**src/rtl/nbit_stream_demux_pkg.sv**
```systemverilog
// Shared types and constants for the registered stream demultiplexer.
package nbit_stream_demux_pkg;

   // Occupancy of a one-entry channel slot.
   typedef enum logic {
      SLOT_EMPTY = 1'b0,
      SLOT_FULL  = 1'b1
   } slot_state_e;

   // Width of the accepted-transaction counter; it wraps naturally.
   localparam int unsigned XFER_COUNT_WIDTH = 16;

   // Number of output channels addressed by a select of the given width.
   function automatic int unsigned num_out(input int unsigned select_width);
      return 32'd1 << select_width;
   endfunction

endpackage

```
**src/rtl/nbit_stream_demux_if.sv**
```systemverilog
// Bundle of the upstream handshake, per-channel outputs and the counter.
interface nbit_stream_demux_if
   import nbit_stream_demux_pkg::*;
#(
   parameter int unsigned SELECT_WIDTH = 4,
   parameter int unsigned DATA_WIDTH   = 32
);

   localparam int unsigned NUM_OUT = num_out(SELECT_WIDTH);

   logic                            InValid;
   logic                            InReady;
   logic [DATA_WIDTH-1:0]           InData;
   logic [SELECT_WIDTH-1:0]         InSel;
   logic                            InBcast;
   logic [NUM_OUT-1:0]              OutValid;
   logic [NUM_OUT-1:0]              OutReady;
   logic [NUM_OUT*DATA_WIDTH-1:0]   OutData;
   logic [XFER_COUNT_WIDTH-1:0]     XferCount;

   // Upstream producer together with the downstream consumers.
   modport master (
      output InValid,
      output InData,
      output InSel,
      output InBcast,
      output OutReady,
      input  InReady,
      input  OutValid,
      input  OutData,
      input  XferCount
   );

   // The demultiplexer itself.
   modport slave (
      input  InValid,
      input  InData,
      input  InSel,
      input  InBcast,
      input  OutReady,
      output InReady,
      output OutValid,
      output OutData,
      output XferCount
   );

endinterface

```
**src/rtl/nbit_stream_demux_slot.sv**
```systemverilog
// One-entry output buffer for a single demux channel. Free is asserted when
// the slot is empty or is being drained this cycle, so a load and a drain may
// coincide and the channel sustains one transfer per cycle.
module stream_demux_slot
   import nbit_stream_demux_pkg::*;
#(
   parameter int unsigned DATA_WIDTH = 32
) (
   input  logic                  Clk,
   input  logic                  Reset_n,
   input  logic                  Load,
   input  logic [DATA_WIDTH-1:0] LoadData,
   input  logic                  Ready,
   output logic                  Valid,
   output logic [DATA_WIDTH-1:0] Data,
   output logic                  Free
);

   slot_state_e           state_q, state_d;
   logic [DATA_WIDTH-1:0] data_q, data_d;

   // Next-state: fill on load, empty on drain unless refilled in the same cycle.
   always_comb begin
      state_d = state_q;
      data_d  = data_q;
      unique case (state_q)
         SLOT_EMPTY: begin
            if (Load) begin
               state_d = SLOT_FULL;
            end
         end
         SLOT_FULL: begin
            if (Ready && !Load) begin
               state_d = SLOT_EMPTY;
            end
         end
         default: begin
            state_d = SLOT_EMPTY;
         end
      endcase
      // Data is only overwritten by a load; it is left in place on drain.
      if (Load) begin
         data_d = LoadData;
      end
   end

   // State and payload registers, cleared asynchronously.
   always_ff @(posedge Clk or negedge Reset_n) begin
      if (!Reset_n) begin
         state_q <= SLOT_EMPTY;
         data_q  <= '0;
      end else begin
         state_q <= state_d;
         data_q  <= data_d;
      end
   end

   // Outputs come straight from registers except Free, which looks at Ready.
   always_comb begin
      Valid = (state_q == SLOT_FULL);
      Data  = data_q;
      Free  = (state_q == SLOT_EMPTY) || Ready;
   end

endmodule

```
**src/rtl/nbit_stream_demux.sv**
```systemverilog
// Registered 1-to-2^SELECT_WIDTH stream demultiplexer. A unicast is taken
// when its target slot is free; a broadcast only when every slot is free, and
// then it loads all of them at once. Output data is always registered.
module nbit_stream_demux
   import nbit_stream_demux_pkg::*;
#(
   parameter int unsigned SELECT_WIDTH = 4,
   parameter int unsigned DATA_WIDTH   = 32
) (
   input  logic                Clk,
   input  logic                Reset_n,
   nbit_stream_demux_if.slave  bus
);

   localparam int unsigned NUM_OUT = num_out(SELECT_WIDTH);

   logic [NUM_OUT-1:0]          free;
   logic [NUM_OUT-1:0]          load;
   logic                        in_ready;
   logic                        accept;
   logic [XFER_COUNT_WIDTH-1:0] xfer_cnt_q, xfer_cnt_d;

   // Acceptance and per-channel load strobes. InReady depends combinationally
   // on OutReady through Free; that path is deliberate.
   always_comb begin
      in_ready = bus.InBcast ? (&free) : free[bus.InSel];
      accept   = bus.InValid && in_ready;
      load     = '0;
      if (accept) begin
         if (bus.InBcast) begin
            load = '1;
         end else begin
            load[bus.InSel] = 1'b1;
         end
      end
   end

   // A broadcast counts as a single transaction.
   always_comb begin
      xfer_cnt_d = xfer_cnt_q;
      if (accept) begin
         xfer_cnt_d = xfer_cnt_q + XFER_COUNT_WIDTH'(1);
      end
   end

   // Accepted-transaction counter; wraps from all-ones back to zero.
   always_ff @(posedge Clk or negedge Reset_n) begin
      if (!Reset_n) begin
         xfer_cnt_q <= '0;
      end else begin
         xfer_cnt_q <= xfer_cnt_d;
      end
   end

   // Drive the upstream ready and the counter onto the interface.
   always_comb begin
      bus.InReady   = in_ready;
      bus.XferCount = xfer_cnt_q;
   end

   for (genvar i = 0; i < NUM_OUT; i++) begin : g_slot
      stream_demux_slot #(
         .DATA_WIDTH (DATA_WIDTH)
      ) u_slot (
         .Clk      (Clk),
         .Reset_n  (Reset_n),
         .Load     (load[i]),
         .LoadData (bus.InData),
         .Ready    (bus.OutReady[i]),
         .Valid    (bus.OutValid[i]),
         .Data     (bus.OutData[i*DATA_WIDTH +: DATA_WIDTH]),
         .Free     (free[i])
      );
   end

endmodule

```
**src/flat_wrapper.sv**
```systemverilog
// flat-port wrapper written by rule: the top's interface ports become plain ports
module nbit_stream_demux_flat import nbit_stream_demux_pkg::*;
#(
   parameter int unsigned SELECT_WIDTH = 4,
   parameter int unsigned DATA_WIDTH   = 32
)
  (Clk, Reset_n, bus_InValid, bus_InData, bus_InSel, bus_InBcast, bus_OutReady, bus_InReady, bus_OutValid, bus_OutData, bus_XferCount);
  nbit_stream_demux_if #(.SELECT_WIDTH(SELECT_WIDTH), .DATA_WIDTH(DATA_WIDTH)) bus_i ();
  input  logic Clk;
  input  logic Reset_n;
  input wire logic [$bits(bus_i.InValid)-1:0] bus_InValid;
  input wire logic [$bits(bus_i.InData)-1:0] bus_InData;
  input wire logic [$bits(bus_i.InSel)-1:0] bus_InSel;
  input wire logic [$bits(bus_i.InBcast)-1:0] bus_InBcast;
  input wire logic [$bits(bus_i.OutReady)-1:0] bus_OutReady;
  output wire logic [$bits(bus_i.InReady)-1:0] bus_InReady;
  output wire logic [$bits(bus_i.OutValid)-1:0] bus_OutValid;
  output wire logic [$bits(bus_i.OutData)-1:0] bus_OutData;
  output wire logic [$bits(bus_i.XferCount)-1:0] bus_XferCount;
  assign bus_i.InValid = bus_InValid;
  assign bus_i.InData = bus_InData;
  assign bus_i.InSel = bus_InSel;
  assign bus_i.InBcast = bus_InBcast;
  assign bus_i.OutReady = bus_OutReady;
  assign bus_InReady = bus_i.InReady;
  assign bus_OutValid = bus_i.OutValid;
  assign bus_OutData = bus_i.OutData;
  assign bus_XferCount = bus_i.XferCount;
  nbit_stream_demux #(.SELECT_WIDTH(SELECT_WIDTH), .DATA_WIDTH(DATA_WIDTH)) u_core (.Clk(Clk), .Reset_n(Reset_n), .bus(bus_i));
endmodule
```
**config.mk**
```make
export PLATFORM = sky130hd
export DESIGN_NAME = nbit_stream_demux_flat
export DESIGN_NICKNAME = d
export VERILOG_FILES = /design/src/rtl/nbit_stream_demux_pkg.sv /design/src/rtl/nbit_stream_demux_if.sv /design/src/rtl/nbit_stream_demux_slot.sv /design/src/rtl/nbit_stream_demux.sv /design/src/flat_wrapper.sv
export SDC_FILE = /design/constraint.sdc
export NUM_CORES = 1
export LEC_CHECK = 0
export ABC_CLOCK_PERIOD_IN_PS = 2800
export CORE_UTILIZATION = 44
export DETAILED_ROUTE_END_ITERATION = 8
export HOLD_SLACK_MARGIN = 0.06
export PLACE_DENSITY = 0.81
export SLEW_MARGIN = 20
export SYNTH_ARGS = -nofsm -noshare
export SYNTH_HDL_FRONTEND = slang
export SYNTH_HIERARCHICAL = 1
export SYNTH_SLANG_ARGS = --single-unit
```
**constraint.sdc**
```tcl
create_clock -name Clk -period 2.8 [get_ports Clk]
set_input_delay 0.84 -clock Clk [delete_from_list [all_inputs] [get_ports Clk]]
set_output_delay 0.84 -clock Clk [all_outputs]
set_load 0.03 [all_outputs]
```
==> out/metrics.cfg <==
[floorplan]
core_um2 = 51700
die_area_um2 = 53700
initial_core_util_pct = 44.9
ios = 601
die_w_um = 232
rows = 83
fp.dieH_um = 232

[critical_path]
r2r_start = u_core/g_slot[12].u_slot/Valid
worstPathMaxFanout = 2
crit_family = multiplexers
cpMaxStageDelayCell = mux4_2
worst_ep_required_time_ns = 1.96
cp-start-kind = input pin
regToRegSetupSlack_ns = 0.05
worst_ep_arrival_time_ns = 2.39
crit_chain = buf_2 > nand2b_4 > mux4_2 > mux2i_4 > nor3b_4 > or3_4 > buf_12
cp-startpoint = bus_OutReady[12]
critPathCaptureType = output port
critPathMaxStageDelay_ns = 0.49
worst-setup-path-type = input pin to output port
cp_num_buf_inv = 2

[grt]
grt_overflow = 0
grt_pass1_wl_um = 104000
grt_pass1_vias = 15300
grt_use_total_pct = 26.2
antenna_found_initial = 7
grt_start_max_net_pins = 74

[sta]
fmax_ghz = 0.310
slew-limit-headroom_pct = 63.5
hold_viol_final = 0
slew_viol_final = 0
fin_crit_ns = 3.23
finalSetupViolCount = 1
skew_ns = 0.0213
worst-slew-pin-transition_ns = 0.547
min_period_over_period_pct = 115
worst_slack_ns = -0.427
rsz0062_at_grt = yes

[detailed_routing]
drc = 0
wire_per_inst_um = 26.1
vias_per_cell = 5.13
ant_nets = 0
first_pass_iters = 4
vias = 14000
drtIter0Drc = 677
wirelength_um = 71000

[place]
place_area_um2 = 30600
hpwl_um = 48300
place.gp.congestion = 0.878
port_buffers = 600

[outcome]
status = finished with violations
violations = setup timing

[logic_synthesis]
yosys_warnings = 6
syn_inst = 1263
ys.flop_type = dfrtp_1
synthArstFlopShare_pct = 100
synth.ff_latch_count = 544
yosysSeqAreaShare_pct = 58.7
netlist_area_um2 = 23200
synth_enable_flop_cells = 0
synth_nets = 1320
yosys.cell_types.count = 36
synth_area_per_cell_um2 = 18.4

[power_and_ir_drop]
power.density_nw_per_um2 = 1080
p_comb_share_pct = 44.8
p_total_mw = 35.3
swShare_pct = 36.8
p_sw_mw = 13.0
seq_power_share_pct = 34.1
irDropWorstVdd_uv = 698
pwr-share-clk_pct = 21.1
p_int_mw = 22.3
leakagePower_nw = 14.6

[clock_network]
cts_root_buffer = clkbuf_16
cts_made_buffers = 55
clkTransAtPathRegs_ns = 0.06
postCtsHoldBufs = 0
h-tree-depth = 2
cts_tree = built
clock_latency_ns = 0.60
clockBufferDepth = 3
cts.sinks = 544

[cells_and_area]
final_design_area_no_fill_um2 = 32800
drive_gt1_share_pct = 39.1
nets = 2054
n_fill_cell = 3585
syn_to_final_growth_pct = 41.2

[worst_hold_path]
hold_class = input pin to asynchronous set/reset pin

[flow_run]
cap_violations = 0

## cell usage after synthesis, types with 3 or more instances
cell type	n	area [µm²]
mux2i_1	5	50.1
nor2b_1	4	25.0
a21oi_1	12	60.1
and3_1	3	18.8
nand2b_1	32	200
nand2_1	6	22.5
nor2_1	19	71.3
dfrtp_1	544	13600
mux2_4	464	6970
buf_12	48	961
buf_6	18	203
a31oi_1	4	25.0
nand3_1	8	40.0
nand4_1	8	50.1
xnor2_1	12	105
mux2_2	48	541
xor2_1	3	26.3
## layout by cell type, fill, tap and decap left out, types with 2 or more instances in the layout
cell type / Yosys / final
inv_6: 0 / 5
dfrtp_1: 544 / 544
mux4_2: 0 / 2
clkdlybuf4s50_1: 0 / 581
a21oi_1: 12 / 12
diode_2: 0 / 3
clkinv_2: 0 / 6
clkbuf_1: 1 / 17
xnor2_1: 12 / 12
buf_4: 2 / 89
nand2_1: 6 / 6
mux2i_1: 5 / 3
a31oi_1: 4 / 4
nor3_1: 2 / 2
nand4_1: 8 / 8
dlygate4sd2_1: 0 / 7
and3_1: 3 / 2
nor2_4: 0 / 16
clkbuf_16: 0 / 55
buf_6: 18 / 2
buf_12: 48 / 59
xor2_1: 3 / 3
mux2_4: 464 / 464
nand2b_1: 32 / 16
nand2b_4: 0 / 16
nor2_1: 19 / 3
and4_1: 2 / 2
buf_2: 2 / 9
mux2_2: 48 / 48
nor2b_1: 4 / 4
and2_1: 2 / 2
clkbuf_8: 0 / 13
bufinv_16: 0 / 4
nand3_1: 8 / 8
## flip-flops by register name, summed over array words and instances (netlist names)
name	cells
u_core/g_slot.u_slot/Data	512
u_core/g_slot.u_slot/Valid	16
u_core/bus.XferCount	16
## power by group through the flow
stage	registers, mW	logic (mW)	clock network [mW]
floorplan	16.7	4.08	0
global placement	11.9	15.5	0
detailed placement	12.0	15.7	0
CTS	12.0	15.8	7.62
global route	12.3	16.3	7.90
finish	12.0	15.8	7.47
## metal layers
metal / global-route usage, % / wire [µm] / vias up
met2: 43.6 / 35100 / 570
met4: 9.85 / 2410 / 8
met1: 32.6 / 28600 / 7367
met3: 6.96 / 4860 / 140
li1: - / - / 5893
met5: 0 / 38 / -
## cell type report
class	instances	area, µm²	share of cell area [%]
well taps	680	851	2.60
repair buffers	748	7810	23.8
multi-input cells	647	8670	26.5
clock buffers	85	1620	4.94
diodes	3	7.51	0.0229
clock inverters	15	194	0.592
flip-flops and latches	544	13600	41.5
inverters	1	3.75	0.0115
## path summary, 6_finish.rpt
| kind | endpoint | depth (start not counted) |
|---|---|---|
| setup / recovery | bus_InReady | 7 |
| hold / removal | u_core/g_slot[8].u_slot/Data[16] | 1 |
| setup reg to reg | u_core/g_slot[13].u_slot/Data[10] | 11 |
| hold reg to reg | u_core/bus.XferCount[15] | 1 |
| max in group asynchronous | u_core/g_slot[7].u_slot/Data[10] | 2 |
| min in group Clk | u_core/bus.XferCount[15] | 1 |
## through the flow
step	setup TNS [ns]	hold WS (ns)	instances	setup WS, ns	util, %
6_report	-0.427	0.191	2723	-0.427	63.4
4_1_cts	-0.470	0.186	2702	-0.470	62.9
3_5_place_dp	-413.03	0.456	2592	-0.918	59.1
5_1_grt	-0.483	0.193	2720	-0.483	63.4
3_3_place_gp	-431.68	0.456	2592	-0.978	59.1
2_1_floorplan	-87.77	0.544	1263	-0.230	-
## cell families (layout without fill, tap and decap cells)
kind of cell | after synthesis | after routing | synth area share (%)
flops | 544 | 544 | 58.7
compound gates | 20 | 20 | 0.523
simple gates | 92 | 92 | 2.26
mux | 519 | 519 | 32.8
xor+xnor | 15 | 15 | 0.566
buf+inv | 72 | 849 | 5.15
other cells | 0 | 3 | 0
fa+ha+maj | 1 | 1 | 0.0539
## repair_timing
item                                    4_1_cts  5_1_grt
gates resized for setup                      56        2
endpoints found under the setup margin      517      283
setup buffers                                10       18
pin swaps                                     8       12
Note: power is estimated with default switching activity, not from simulation.
